**src/rtl/fetch_sequencer_pkg.sv**
```systemverilog
// Shared core definitions for the fetch sequencer: state encoding, vector
// defaults and small PC helpers used by the top level.
package fetch_sequencer_pkg;

    localparam logic [31:0] RESET_VECTOR_DEF = 32'h0000_0000;
    localparam logic [31:0] TRAP_VECTOR_DEF  = 32'h0000_0100;

    localparam int unsigned STATE_W = 2;

    localparam logic [STATE_W-1:0] ST_BOOT   = 2'd0;
    localparam logic [STATE_W-1:0] ST_FETCH  = 2'd1;
    localparam logic [STATE_W-1:0] ST_ISSUE  = 2'd2;
    localparam logic [STATE_W-1:0] ST_HALTED = 2'd3;

    // Source selected for the next PC value when an instruction is consumed.
    typedef enum logic [1:0] {
        PC_HOLD     = 2'd0,
        PC_SEQ      = 2'd1,
        PC_REDIRECT = 2'd2,
        PC_TRAP     = 2'd3
    } pc_sel_e;

    function automatic logic [31:0] seq_pc(input logic [31:0] pc);
        return pc + 32'd4;
    endfunction

    function automatic logic target_misaligned(input logic [31:0] target);
        return |target[1:0];
    endfunction

endpackage

```
**src/rtl/fetch_sequencer_pc_reg.sv**
```systemverilog
// 32-bit program counter register with load enable and asynchronous
// active-low reset to a parameterised value.
module pc_reg #(
    parameter logic [31:0] RESET_VALUE = 32'h0000_0000
) (
    input  logic        clk_i,
    input  logic        rst_n_i,
    input  logic        load_i,
    input  logic [31:0] d_i,
    output logic [31:0] q_o
);

    logic [31:0] pc_q;

    always_ff @(posedge clk_i or negedge rst_n_i) begin
        if (!rst_n_i) begin
            pc_q <= RESET_VALUE;
        end else if (load_i) begin
            pc_q <= d_i;
        end
    end

    assign q_o = pc_q;

endmodule

```
**src/rtl/fetch_sequencer.sv**
```systemverilog
// Instruction fetch sequencer: fetches one word at a time, presents it to
// decode, and resolves halt/trap/redirect/sequential flow on consume.
import fetch_sequencer_pkg::*;

module fetch_sequencer #(
    parameter logic [31:0] RESET_VECTOR = RESET_VECTOR_DEF,
    parameter logic [31:0] TRAP_VECTOR  = TRAP_VECTOR_DEF
) (
    input  logic        clk_core_i,
    input  logic        rst_core_n_i,
    output logic        imem_req_o,
    output logic [31:0] imem_addr_o,
    input  logic        imem_ack_i,
    input  logic [31:0] imem_data_i,
    output logic        instr_valid_o,
    output logic [31:0] instr_o,
    output logic [31:0] instr_pc_o,
    input  logic        stall_i,
    input  logic        redirect_i,
    input  logic [31:0] redirect_target_i,
    input  logic        trap_i,
    input  logic        halt_i,
    output logic        trap_taken_o,
    output logic        halted_o,
    output logic [31:0] retired_count_o
);

    logic [STATE_W-1:0] state_q, state_d;
    logic [31:0]        instr_q, instr_d;
    logic [31:0]        instr_pc_q, instr_pc_d;
    logic               trap_taken_q, trap_taken_d;
    logic [31:0]        retired_q, retired_d;

    pc_sel_e            pc_sel;
    logic               pc_load;
    logic [31:0]        pc_next;
    logic [31:0]        pc_q;

    pc_reg #(
        .RESET_VALUE(RESET_VECTOR)
    ) u_pc_reg (
        .clk_i  (clk_core_i),
        .rst_n_i(rst_core_n_i),
        .load_i (pc_load),
        .d_i    (pc_next),
        .q_o    (pc_q)
    );

    // Acks are only sampled in FETCH, so a late ack from a request issued
    // before reset lands in BOOT and is dropped.
    always_comb begin
        state_d      = state_q;
        instr_d      = instr_q;
        instr_pc_d   = instr_pc_q;
        trap_taken_d = 1'b0;
        retired_d    = retired_q;
        pc_sel       = PC_HOLD;

        case (state_q)
            ST_BOOT: begin
                state_d = ST_FETCH;
            end

            ST_FETCH: begin
                if (imem_ack_i) begin
                    instr_d    = imem_data_i;
                    instr_pc_d = pc_q;
                    state_d    = ST_ISSUE;
                end
            end

            ST_ISSUE: begin
                if (!stall_i) begin
                    retired_d = retired_q + 32'd1;
                    if (halt_i) begin
                        state_d = ST_HALTED;
                    end else begin
                        state_d = ST_FETCH;
                        if (trap_i || (redirect_i && target_misaligned(redirect_target_i))) begin
                            pc_sel       = PC_TRAP;
                            trap_taken_d = 1'b1;
                        end else if (redirect_i) begin
                            pc_sel = PC_REDIRECT;
                        end else begin
                            pc_sel = PC_SEQ;
                        end
                    end
                end
            end

            default: begin
                state_d = state_q;
            end
        endcase
    end

    always_comb begin
        pc_load = (pc_sel != PC_HOLD);
        case (pc_sel)
            PC_SEQ:      pc_next = seq_pc(pc_q);
            PC_REDIRECT: pc_next = redirect_target_i;
            PC_TRAP:     pc_next = TRAP_VECTOR;
            default:     pc_next = pc_q;
        endcase
    end

    always_ff @(posedge clk_core_i or negedge rst_core_n_i) begin
        if (!rst_core_n_i) begin
            state_q      <= ST_BOOT;
            instr_q      <= 32'h0;
            instr_pc_q   <= 32'h0;
            trap_taken_q <= 1'b0;
            retired_q    <= 32'h0;
        end else begin
            state_q      <= state_d;
            instr_q      <= instr_d;
            instr_pc_q   <= instr_pc_d;
            trap_taken_q <= trap_taken_d;
            retired_q    <= retired_d;
        end
    end

    assign imem_req_o      = (state_q == ST_FETCH);
    assign imem_addr_o     = pc_q;
    assign instr_valid_o   = (state_q == ST_ISSUE);
    assign instr_o         = instr_q;
    assign instr_pc_o      = instr_pc_q;
    assign trap_taken_o    = trap_taken_q;
    assign halted_o        = (state_q == ST_HALTED);
    assign retired_count_o = retired_q;

endmodule

```
**config.mk**
```make
export PLATFORM = sky130hd
export DESIGN_NAME = fetch_sequencer
export DESIGN_NICKNAME = d
export VERILOG_FILES = /design/src/rtl/fetch_sequencer_pkg.sv /design/src/rtl/fetch_sequencer_pc_reg.sv /design/src/rtl/fetch_sequencer.sv
export SDC_FILE = /design/constraint.sdc
export NUM_CORES = 1
export LEC_CHECK = 0
export CELL_PAD_IN_SITES_DETAIL_PLACEMENT = 0
export CELL_PAD_IN_SITES_GLOBAL_PLACEMENT = 2
export CORE_ASPECT_RATIO = 1.1
export CORE_MARGIN = 5
export CORE_UTILIZATION = 28
export CTS_CLUSTER_DIAMETER = 80
export CTS_CLUSTER_SIZE = 10
export DETAILED_ROUTE_END_ITERATION = 16
export GPL_TIMING_DRIVEN = 0
export PLACE_DENSITY_LB_ADDON = 0.12
export SLEW_MARGIN = 20
export SYNTH_ARGS = -nofsm -noshare
export SYNTH_HDL_FRONTEND = slang
export SYNTH_SLANG_ARGS = --single-unit
```
**constraint.sdc**
```tcl
create_clock -name clk_core_i -period 2.08 [get_ports clk_core_i]
set_input_delay 0.208 -clock clk_core_i [delete_from_list [all_inputs] [get_ports clk_core_i]]
set_output_delay 0.208 -clock clk_core_i [all_outputs]
set_load 0.1 [all_outputs]
```
==> impl_metrics.env, run 1 <==
export IMPL_outcome="complete, no violations"
export IMPL_synthesis_nets=611
export IMPL_coreArea_sq_um=21160
export IMPL_max_clock_path_buffers=2
export IMPL_die_width_um=149.3
export IMPL_multiInputGateArea_sq_um=2653
export IMPL_clk_latency_ns=0.42
export IMPL_fp_dieArea_sq_um=24370
export IMPL_r2r_setup_slack_ns=0.05
export IMPL_detailed_place_hpwl_um=14880
export IMPL_maxSlewViolCount=0
export IMPL_critical_path_max_fanout=7
export IMPL_critPathArrivalTime_ns=2.36
export IMPL_number_of_nets_in_the_layout=846
export IMPL_synth_seq_cells=131
export IMPL_clk_pin_slew_ns=0.07
export IMPL_max_clock_freq_mhz=492.6
export IMPL_yosysWarningCount=0
export IMPL_synthesis_area_per_instance_sq_um=11.19
export IMPL_yosysSeqAreaShare_pct=54.86
export IMPL_cpMostUsedCell="nand4_1"
export IMPL_starting_density_of_the_core_pct=28.24
export IMPL_worst_ir_drop_vdd_v=0.001057
export IMPL_slowest_stage="dfrtp_4"
export IMPL_vias_per_cell=4.826
export IMPL_clock_root_buffer="clkbuf_16"
export IMPL_fin_area_sq_um=9176
export IMPL_cp_start_kind="register"
export IMPL_worstSetupPathType="reg -> reg"
export IMPL_final_setup_tns_ns=0
export IMPL_report_final_hold_viol_count=0
export IMPL_grt_pass1_wl_um=31280
export IMPL_grt_use_total_pct=16.61
export IMPL_globalplace_congestion=0.7620
export IMPL_cellLeakagePower_nw=4.266
export IMPL_overflow=0
export IMPL_dpl_worst_slack_ns=-0.5904
export IMPL_finalWirelength_um=20120
export IMPL_first_pass_iters=6
export IMPL_synth_enable_flop_cells=0
export IMPL_worstMarginPinSlew_ns=1.026
export IMPL_p_per_area_nw_per_um2=1580
export IMPL_initial_antenna_violation_count=0
export IMPL_routed_wire_length_per_instance_um=18.76
export IMPL_dieHeight_um=163.2
export IMPL_post_dp_cell_area_sq_um=8496
export IMPL_drc_violations_left=0
export IMPL_hp_class="in -> async"
export IMPL_detail_route_iter0_violations=200
export IMPL_num_antenna_cells=0
export IMPL_worst_path_required_time_ns=2.41
export IMPL_place_inst=1027
export IMPL_final_layout_size_suffix_gt1_share_pct=24.81
export IMPL_clock_sinks=131
export IMPL_ys_types=51
export IMPL_crit_path_start="u_pc_reg.q_o[2]"
export IMPL_post_synth_top_area_cell="dfrtp_1"
export IMPL_crit_path_end_kind="register"
export IMPL_grt_max_degree=72
export IMPL_timing_slew_headroom_pct=31.88
export IMPL_fin_skew_ns=0.009340
export IMPL_finish_cell_count_without_fillers=1072
export IMPL_critical_path_reg2reg_startpoint="u_pc_reg.q_o[2]"
export IMPL_finish_utilization_pct=43.37
export IMPL_timing_final_crit_period_ns=2.030
export IMPL_first_global_vias=5373
export IMPL_rows=56
export IMPL_critical_path_max_stage_delay_ns=0.48
export IMPL_unrepaired_setup_endpoints_after_global_routing="true"
export IMPL_clock_tree_from_tritoncts="yes"
export IMPL_layout_setup_ws_ns=0.04983
export IMPL_area_growth_syn_to_layout_pct=53.56
export IMPL_n_fill_cell=2099
export IMPL_dominantRegCellSynth="dfrtp_1"
export IMPL_count_of_boundary_i_o_pins=203
export IMPL_io_buffers=202
export IMPL_crit_path_cell_trace="ha_4 -> nand4_1 -> buf_4 -> nor4_4 -> nand4_1 -> or3_1 -> o211ai_1"
export IMPL_summed_instance_area_of_the_synthesized_netlist_sq_um=5976
export IMPL_post_synth_main_area_contributors="dfrtp_1, mux2_2, o21ai_0"
export IMPL_synth_top_area_share_pct=54.86
export IMPL_routed_via_count=5173
export IMPL_report_final_setup_viol=0
export IMPL_cts_htree_levels=4
export IMPL_max_cap_violations=0
export IMPL_holdWs_ns=0.3228
export IMPL_numCtsBuffers=17
export IMPL_async_reset_ff_share_pct=100.0
export IMPL_design_power_total_mw=14.50
export IMPL_regArea_sq_um=3348
export IMPL_drtAntennaViolNets=0
export IMPL_synthesis_instances=534
export IMPL_period_share_pct=97.60
-- routing by layer --
| metal | vias up | wire length (um) | GRT usage (%) |
|---|---|---|---|
| met5 | - | 0 | 0 |
| met4 | 0 | 314 | 5.327 |
| met3 | 22 | 1196 | 4.467 |
| met1 | 2547 | 8529 | 21.04 |
| met2 | 179 | 10080 | 27.64 |
| li1 | 2425 | - | - |
-- critical path: cells and delay by family (launching register included) --
| family | cells | cell delay, ns |
|---|---|---|
| buffers and inverters | 1 | 0.22 |
| adders and majority gates | 1 | 0.15 |
| AOI/OAI and AO/OA | 1 | 0.08 |
| and+or+nand+nor | 4 | 1.03 |
| DFF | 1 | 0.48 |
-- power breakdown --
| part | switching (mW) | leakage (nW) | internal [mW] | total (mW) |
|---|---|---|---|---|
| Sequential | 0.544 | 1.63 | 3.25 | 3.79 |
| Clock | 1.23 | 0.307 | 2.06 | 3.28 |
| Combinational | 5.99 | 2.33 | 1.43 | 7.42 |
-- cell type report --
| cell class | instances | share of cell area [%] |
|---|---|---|
| multi-input cells | 365 | 28.91 |
| plain buffers | 22 | 1.214 |
| flip-flops and latches | 131 | 36.49 |
| repair buffers | 217 | 21.84 |
| clock inverters | 14 | 2.195 |
| clock buffers | 18 | 4.786 |
| well taps | 290 | 3.954 |
| inverters | 15 | 0.6136 |
-- state kept, by name, indices dropped and copies added, names as in the netlist --
name / flops
retired_count_o: 32
state_q: 2
instr_pc_o: 32
instr_o: 32
trap_taken_o: 1
u_pc_reg.q_o: 32
-- cells in the final DEF, fill, tap and decap left out, types with 5 or more instances in the layout --
| cell | count |
|---|---|
| dlygate4sd2_1 | 129 |
| dfrtp_1 | 83 |
| and2_1 | 6 |
| and3_1 | 11 |
| nand4_1 | 16 |
| o21ai_0 | 40 |
| clkdlybuf4s50_1 | 69 |
| clkbuf_2 | 8 |
| inv_1 | 14 |
| xnor2_1 | 22 |
| nor4_1 | 5 |
| clkbuf_1 | 6 |
| nor3_1 | 6 |
| nor2_1 | 18 |
| nand3_1 | 24 |
| clkbuf_16 | 17 |
| xor2_1 | 9 |
| a32oi_1 | 6 |
| a21oi_1 | 18 |
| dfrtp_2 | 44 |
| nand2_1 | 53 |
| mux2_2 | 55 |
| buf_4 | 13 |
| a31oi_1 | 8 |
-- Yosys cell counts (6+ instances only) --
| cell | n |
|---|---|
| a31oi_1 | 8 |
| inv_1 | 15 |
| nor2_1 | 19 |
| clkbuf_1 | 16 |
| a32oi_1 | 6 |
| nand4_1 | 16 |
| nor4_1 | 7 |
| dfrtp_1 | 131 |
| xor2_1 | 9 |
| xnor2_1 | 22 |
| o21ai_0 | 41 |
| a21oi_1 | 18 |
| nand3_1 | 26 |
| and2_1 | 7 |
| nand2_1 | 54 |
| and3_1 | 11 |
| ha_1 | 6 |
| mux2_2 | 55 |
| buf_2 | 6 |
| nor3_1 | 6 |
-- repair_timing --
action,4_1_cts,5_1_grt
hold endpoints to repair,70,0
hold buffers,1,0
endpoints found under the setup margin,210,35
setup buffers,5,8
pin swaps,3,6
resized for setup,154,15
-- cells by family after synthesis --
group / count (synthesis) / synth area share, %
adder cells (fa/ha/maj): 6 / 1.256
flip-flops: 131 / 54.86
multiplexers: 55 / 10.36
XOR/XNOR: 31 / 4.544
buffers and inverters: 38 / 2.512
AO/OA/AOI/OAI: 102 / 10.64
AND/OR/NAND/NOR: 171 / 15.83
-- final timing paths --
check                                 endpoint  cells past startpoint
hold / removal             retired_count_o[20]                      2
min in group clk_core_i       u_pc_reg.q_o[22]                      3
hold reg to reg            retired_count_o[31]                      1
setup reg to reg              u_pc_reg.q_o[30]                      7
setup / recovery              u_pc_reg.q_o[30]                      7
max in group asynchronous      u_pc_reg.q_o[3]                      3
Note: power is estimated with default switching activity, not from simulation.
==> inputs of run 2 (changes only) <==
TNS_END_PERCENT = 30   (was unset)
clock period = 1.9 ns   (was 2.08 ns; I/O delays follow)
==> impl_metrics.env, run 2 (synthesis gave the netlist of run 1 again) <==
export IMPL_worstMarginPinSlew_ns=1.018
export IMPL_clock_sinks=131
export IMPL_clock_tree_from_tritoncts="yes"
export IMPL_period_share_pct=100.7
export IMPL_max_clock_freq_mhz=522.9
export IMPL_count_of_boundary_i_o_pins=203
export IMPL_starting_density_of_the_core_pct=28.24
export IMPL_finish_utilization_pct=44.45
export IMPL_worstSetupPathType="reg -> reg"
export IMPL_outcome="complete, but fails checks"
export IMPL_holdWs_ns=0.2872
export IMPL_clk_pin_slew_ns=0.06
export IMPL_unrepaired_setup_endpoints_after_global_routing="true"
export IMPL_finalWirelength_um=20170
export IMPL_crit_path_start="u_pc_reg.q_o[16]"
export IMPL_cellLeakagePower_nw=4.124
export IMPL_initial_antenna_violation_count=0
export IMPL_cp_start_kind="register"
export IMPL_worst_path_required_time_ns=2.25
export IMPL_detail_route_iter0_violations=197
export IMPL_first_pass_iters=4
export IMPL_final_layout_size_suffix_gt1_share_pct=33.21
export IMPL_violated_checks="setup timing"
export IMPL_io_buffers=202
export IMPL_cts_htree_levels=4
export IMPL_maxSlewViolCount=0
export IMPL_first_global_vias=5333
export IMPL_vias_per_cell=4.734
export IMPL_final_common_cell="dfrtp_1"
export IMPL_clk_latency_ns=0.42
export IMPL_area_growth_syn_to_layout_pct=57.41
export IMPL_num_antenna_cells=0
export IMPL_die_width_um=149.3
export IMPL_overflow=0
export IMPL_hp_class="in -> async"
export IMPL_final_setup_tns_ns=-0.01252
export IMPL_rows=56
export IMPL_routed_wire_length_per_instance_um=18.69
export IMPL_crit_path_end_kind="register"
export IMPL_dpl_worst_slack_ns=-0.7056
export IMPL_reg2regPathDepth=6
export IMPL_critical_path_reg2reg_startpoint="u_pc_reg.q_o[16]"
export IMPL_critical_path_max_fanout=9
export IMPL_routed_via_count=5108
export IMPL_numCtsBuffers=17
export IMPL_report_final_hold_viol_count=0
export IMPL_fin_area_sq_um=9407
export IMPL_coreArea_sq_um=21160
export IMPL_globalplace_congestion=0.7679
export IMPL_critPathArrivalTime_ns=2.26
export IMPL_grt_pass1_wl_um=31560
export IMPL_max_cap_violations=0
export IMPL_grt_max_degree=79
export IMPL_p_per_area_nw_per_um2=1709
export IMPL_commonest_cells_after_routing_fill_and_taps_aside="dfrtp_1, clkdlybuf4s50_1, dlygate4sd2_1"
export IMPL_grt_use_total_pct=16.73
export IMPL_worst_ir_drop_vdd_v=0.001046
export IMPL_clock_root_buffer="clkbuf_16"
export IMPL_layout_setup_ws_ns=-0.01252
export IMPL_fp_dieArea_sq_um=24370
export IMPL_post_dp_cell_area_sq_um=8586
export IMPL_drc_violations_left=0
export IMPL_number_of_nets_in_the_layout=853
export IMPL_dieHeight_um=163.2
export IMPL_timing_final_crit_period_ns=1.913
export IMPL_drtAntennaViolNets=0
export IMPL_timing_slew_headroom_pct=32.37
export IMPL_fin_skew_ns=0.01225
export IMPL_report_final_setup_viol=1
export IMPL_detailed_place_hpwl_um=14830
export IMPL_max_clock_path_buffers=2
==> run 2: cell count changes in the layout (fill, tap and decap cells not counted), sizes merged <==
cell	before	now
clkdlybuf4s15	3	50
clkinv	5	2
buf	19	32
clkbuf	36	46
clkinvlp	2	1
dlygate4sd2	129	67
inv	18	21
==> run 2: worst paths after layout <==
| path | endpoint | slack [ns] |
|---|---|---|
| setup / recovery | u_pc_reg.q_o[22] | -0.01 |
| max in group asynchronous | u_pc_reg.q_o[27] | 0.83 |
| setup reg to reg | u_pc_reg.q_o[22] | -0.01 |
| hold / removal | retired_count_o[17] | 0.29 |
| hold reg to reg | retired_count_o[31] | 0.46 |
| min in group clk_core_i | u_pc_reg.q_o[22] | 0.35 |
==> run 2: cell type report <==
| class | instances | area [sq um] |
|---|---|---|
| fillers | 2068 | 11750 |
| flip-flops and latches | 131 | 3374 |
| multi-input cells | 365 | 2711 |
| repair buffers | 223 | 2096 |
| clock buffers | 19 | 442.9 |
| well taps | 290 | 362.8 |
| clock inverters | 13 | 193.9 |
| plain buffers | 23 | 168.9 |
| inverters | 15 | 56.30 |
==> run 2: what timing repair did <==
action,4_1_cts,5_1_grt
gates resized for setup,254,47
setup endpoints to repair,243,102
setup buffers,9,10
hold endpoints to repair,53,0
pin swaps,3,9
hold buffers,1,0
==> run 2: critical path, stage by stage (launching register included) <==
cell     delay, ns
dfrtp_4       0.43
buf_6         0.13
nand4_1       0.25
nor2_2        0.22
nand3_1       0.20
or4_1         0.52
nand3_1       0.10
==> run 2: power by group <==
part	total, mW	internal, mW	switching (mW)
Clock	3.62	2.26	1.36
Combinational	8.29	1.68	6.61
Sequential	4.16	3.58	0.583
==> run 2: routing by layer <==
metal / part of all wire [%] / wire length [um] / track usage (%) / vias up
met5: 0 / 0 / 0 / -
met4: 1.2 / 233 / 4.536 / 0
met3: 6.0 / 1213 / 4.939 / 18
met2: 50 / 10040 / 28.11 / 157
met1: 43 / 8681 / 21.03 / 2497
li1: - / - / - / 2436
==> run 2: through the flow <==
step / std cells / total power [mW]
after floorplan: 534 / 10.66
after global placement: 1026 / 12.86
after detailed placement: 1027 / 12.97
after CTS: 1069 / 16.30
after global routing: 1079 / 16.73
final: 1079 / 16.07
==> inputs of run 3 (changes only) <==
GPL_TIMING_DRIVEN = unset   (was 0)
SKIP_LAST_GASP = 1   (was unset)
==> impl_metrics.env, run 3 (synthesis gave the netlist of run 1 again) <==
export IMPL_worstSetupPathType="reg -> reg"
export IMPL_max_cap_violations=0
export IMPL_overflow=0
export IMPL_dieHeight_um=163.2
export IMPL_worst_ir_drop_vdd_v=0.001037
export IMPL_critical_path_max_fanout=5
export IMPL_critical_path_reg2reg_startpoint="u_pc_reg.q_o[2]"
export IMPL_p_per_area_nw_per_um2=1761
export IMPL_fin_skew_ns=0.01245
export IMPL_unrepaired_setup_endpoints_after_global_routing="true"
export IMPL_coreArea_sq_um=21160
export IMPL_crit_end="u_pc_reg.q_o[20]"
export IMPL_clock_root_buffer="clkbuf_16"
export IMPL_cp_num_cells=7
export IMPL_crit_path_cell_trace="ha_4 -> nand4_1 -> nor4_2 -> buf_4 -> nand3_1 -> or4_1 -> nand3_1"
export IMPL_cp_start_kind="register"
export IMPL_critical_path_max_stage_delay_ns=0.42
export IMPL_vias_per_cell=4.703
export IMPL_clk_latency_ns=0.42
export IMPL_worstMarginPinSlew_ns=0.4450
export IMPL_area_growth_syn_to_layout_pct=55.13
export IMPL_cts_htree_levels=4
export IMPL_critPathTopFamily="simple AND/OR/NAND/NOR gates"
export IMPL_place_inst=1052
export IMPL_multiInputGateArea_sq_um=2679
export IMPL_globalplace_congestion=0.7731
export IMPL_regArea_sq_um=3373
export IMPL_crit_buf_inv=1
export IMPL_fp_dieArea_sq_um=24370
export IMPL_slowest_stage="dfrtp_4"
export IMPL_numCtsBuffers=17
export IMPL_report_final_setup_viol=0
export IMPL_clock_tree_from_tritoncts="yes"
export IMPL_clk_pin_slew_ns=0.07
export IMPL_clock_sinks=131
export IMPL_grt_pass1_wl_um=29960
export IMPL_finish_utilization_pct=43.81
export IMPL_initial_antenna_violation_count=1
export IMPL_n_fill_cell=2061
export IMPL_routed_via_count=5107
export IMPL_final_common_cell="buf_4"
export IMPL_cellLeakagePower_nw=4.146
export IMPL_r2r_setup_slack_ns=0.06
export IMPL_maxSlewViolCount=0
export IMPL_routed_wire_length_per_instance_um=17.72
export IMPL_max_clock_freq_mhz=544.3
export IMPL_grt_use_total_pct=15.69
export IMPL_grt_max_degree=64
export IMPL_starting_density_of_the_core_pct=28.24
export IMPL_drtAntennaViolNets=0
export IMPL_timing_slew_headroom_pct=70.33
export IMPL_cpMostUsedCell="nand3_1"
export IMPL_first_global_vias=5289
export IMPL_detailed_place_hpwl_um=14560
export IMPL_crit_path_start="u_pc_reg.q_o[2]"
export IMPL_crit_path_end_kind="register"
export IMPL_number_of_nets_in_the_layout=860
export IMPL_io_buffers=202
export IMPL_commonest_cells_after_routing_fill_and_taps_aside="buf_4, dfrtp_1, clkdlybuf4s50_1"
export IMPL_finish_cell_count_without_fillers=1086
export IMPL_first_pass_iters=4
export IMPL_critPathArrivalTime_ns=2.18
export IMPL_report_final_hold_viol_count=0
export IMPL_holdWs_ns=0.2719
export IMPL_max_clock_path_buffers=2
export IMPL_timing_final_crit_period_ns=1.837
export IMPL_die_width_um=149.3
export IMPL_r2r_end="u_pc_reg.q_o[20]"
export IMPL_num_antenna_cells=0
export IMPL_rows=56
export IMPL_worst_path_required_time_ns=2.25
export IMPL_detail_route_iter0_violations=221
export IMPL_period_share_pct=96.70
export IMPL_drc_violations_left=0
export IMPL_hp_class="in -> async"
export IMPL_finalWirelength_um=19250
export IMPL_final_layout_size_suffix_gt1_share_pct=43.72
export IMPL_count_of_boundary_i_o_pins=203
export IMPL_outcome="complete, no violations"
export IMPL_reg2regPathDepth=7
[run 3: cell types whose count changed in the layout (fill, tap and decap cells not counted), sizes merged]
cell | previous run | this run
clkinv | 2 | 6
clkdlybuf4s15 | 50 | 0
buf | 32 | 183
clkbuf | 46 | 18
inv | 21 | 19
clkinvlp | 1 | 0
dlygate4sd2 | 67 | 0
[run 3: repair_timing]
action | CTS | global route
hold buffers | 1 | 0
gates resized for setup | 1 | 7
endpoints found under the hold margin | 39 | 0
buffers inserted | 0 | 1
setup endpoints to repair | 3 | 8
[run 3: layout make-up]
| cell class | instances | share of cell area (%) |
|---|---|---|
| Clock inverter | 14 | 2.160 |
| Multi-Input combinational cell | 365 | 28.90 |
| Inverter | 15 | 0.6074 |
| Tap cell | 290 | 3.914 |
| Timing Repair Buffer | 253 | 23.40 |
| Clock buffer | 18 | 4.630 |
| Sequential cell | 131 | 36.39 |
[run 3: worst register-to-register path, stage by stage (launching register included)]
cell and delay (ns):
dfrtp_4 0.42, ha_4 0.15, nand4_1 0.22, nor4_2 0.20, buf_4 0.15, nand3_1 0.12
or4_1 0.42, nand3_1 0.09
[run 3: report_power, final]
part / switching [mW] / internal [mW]
Combinational: 6.64 / 1.99
Clock: 1.33 / 2.22
Sequential: 0.566 / 3.58
Total: 8.54 / 7.78
[run 3: worst min-delay path by stage]
stage | start | end | slack [ns] | cells past startpoint
3_3_place_gp | rst_core_n_i | retired_count_o[23] | 0.15 | 1
2_1_floorplan | rst_core_n_i | instr_o[0] | -0.11 | 0
5_1_grt | rst_core_n_i | retired_count_o[20] | 0.30 | 2
4_1_cts | rst_core_n_i | retired_count_o[18] | 0.27 | 2
6_report | rst_core_n_i | retired_count_o[18] | 0.27 | 2
3_5_place_dp | rst_core_n_i | retired_count_o[23] | 0.16 | 1
[run 3: routing by layer]
layer  part of all wire (%)  global-route usage (%)
met4                   0.81                   4.370
met3                    6.5                   4.800
met1                     43                   19.74
met5                  0.062                       0
met2                     49                   26.16
[run 3: through the flow]
stage	setup WS [ns]	setup TNS (ns)	cell area, sq um	power, mW
floorplan	-0.2296	-10.42	6168	10.66
global placement	-0.02239	-0.02647	8577	12.82
global route	-0.03277	-0.1193	9270	16.96
detailed placement	-0.08151	-0.2081	8577	12.90
CTS	-0.04634	-0.04634	9223	16.50
finish	0.06279	0	9270	16.32
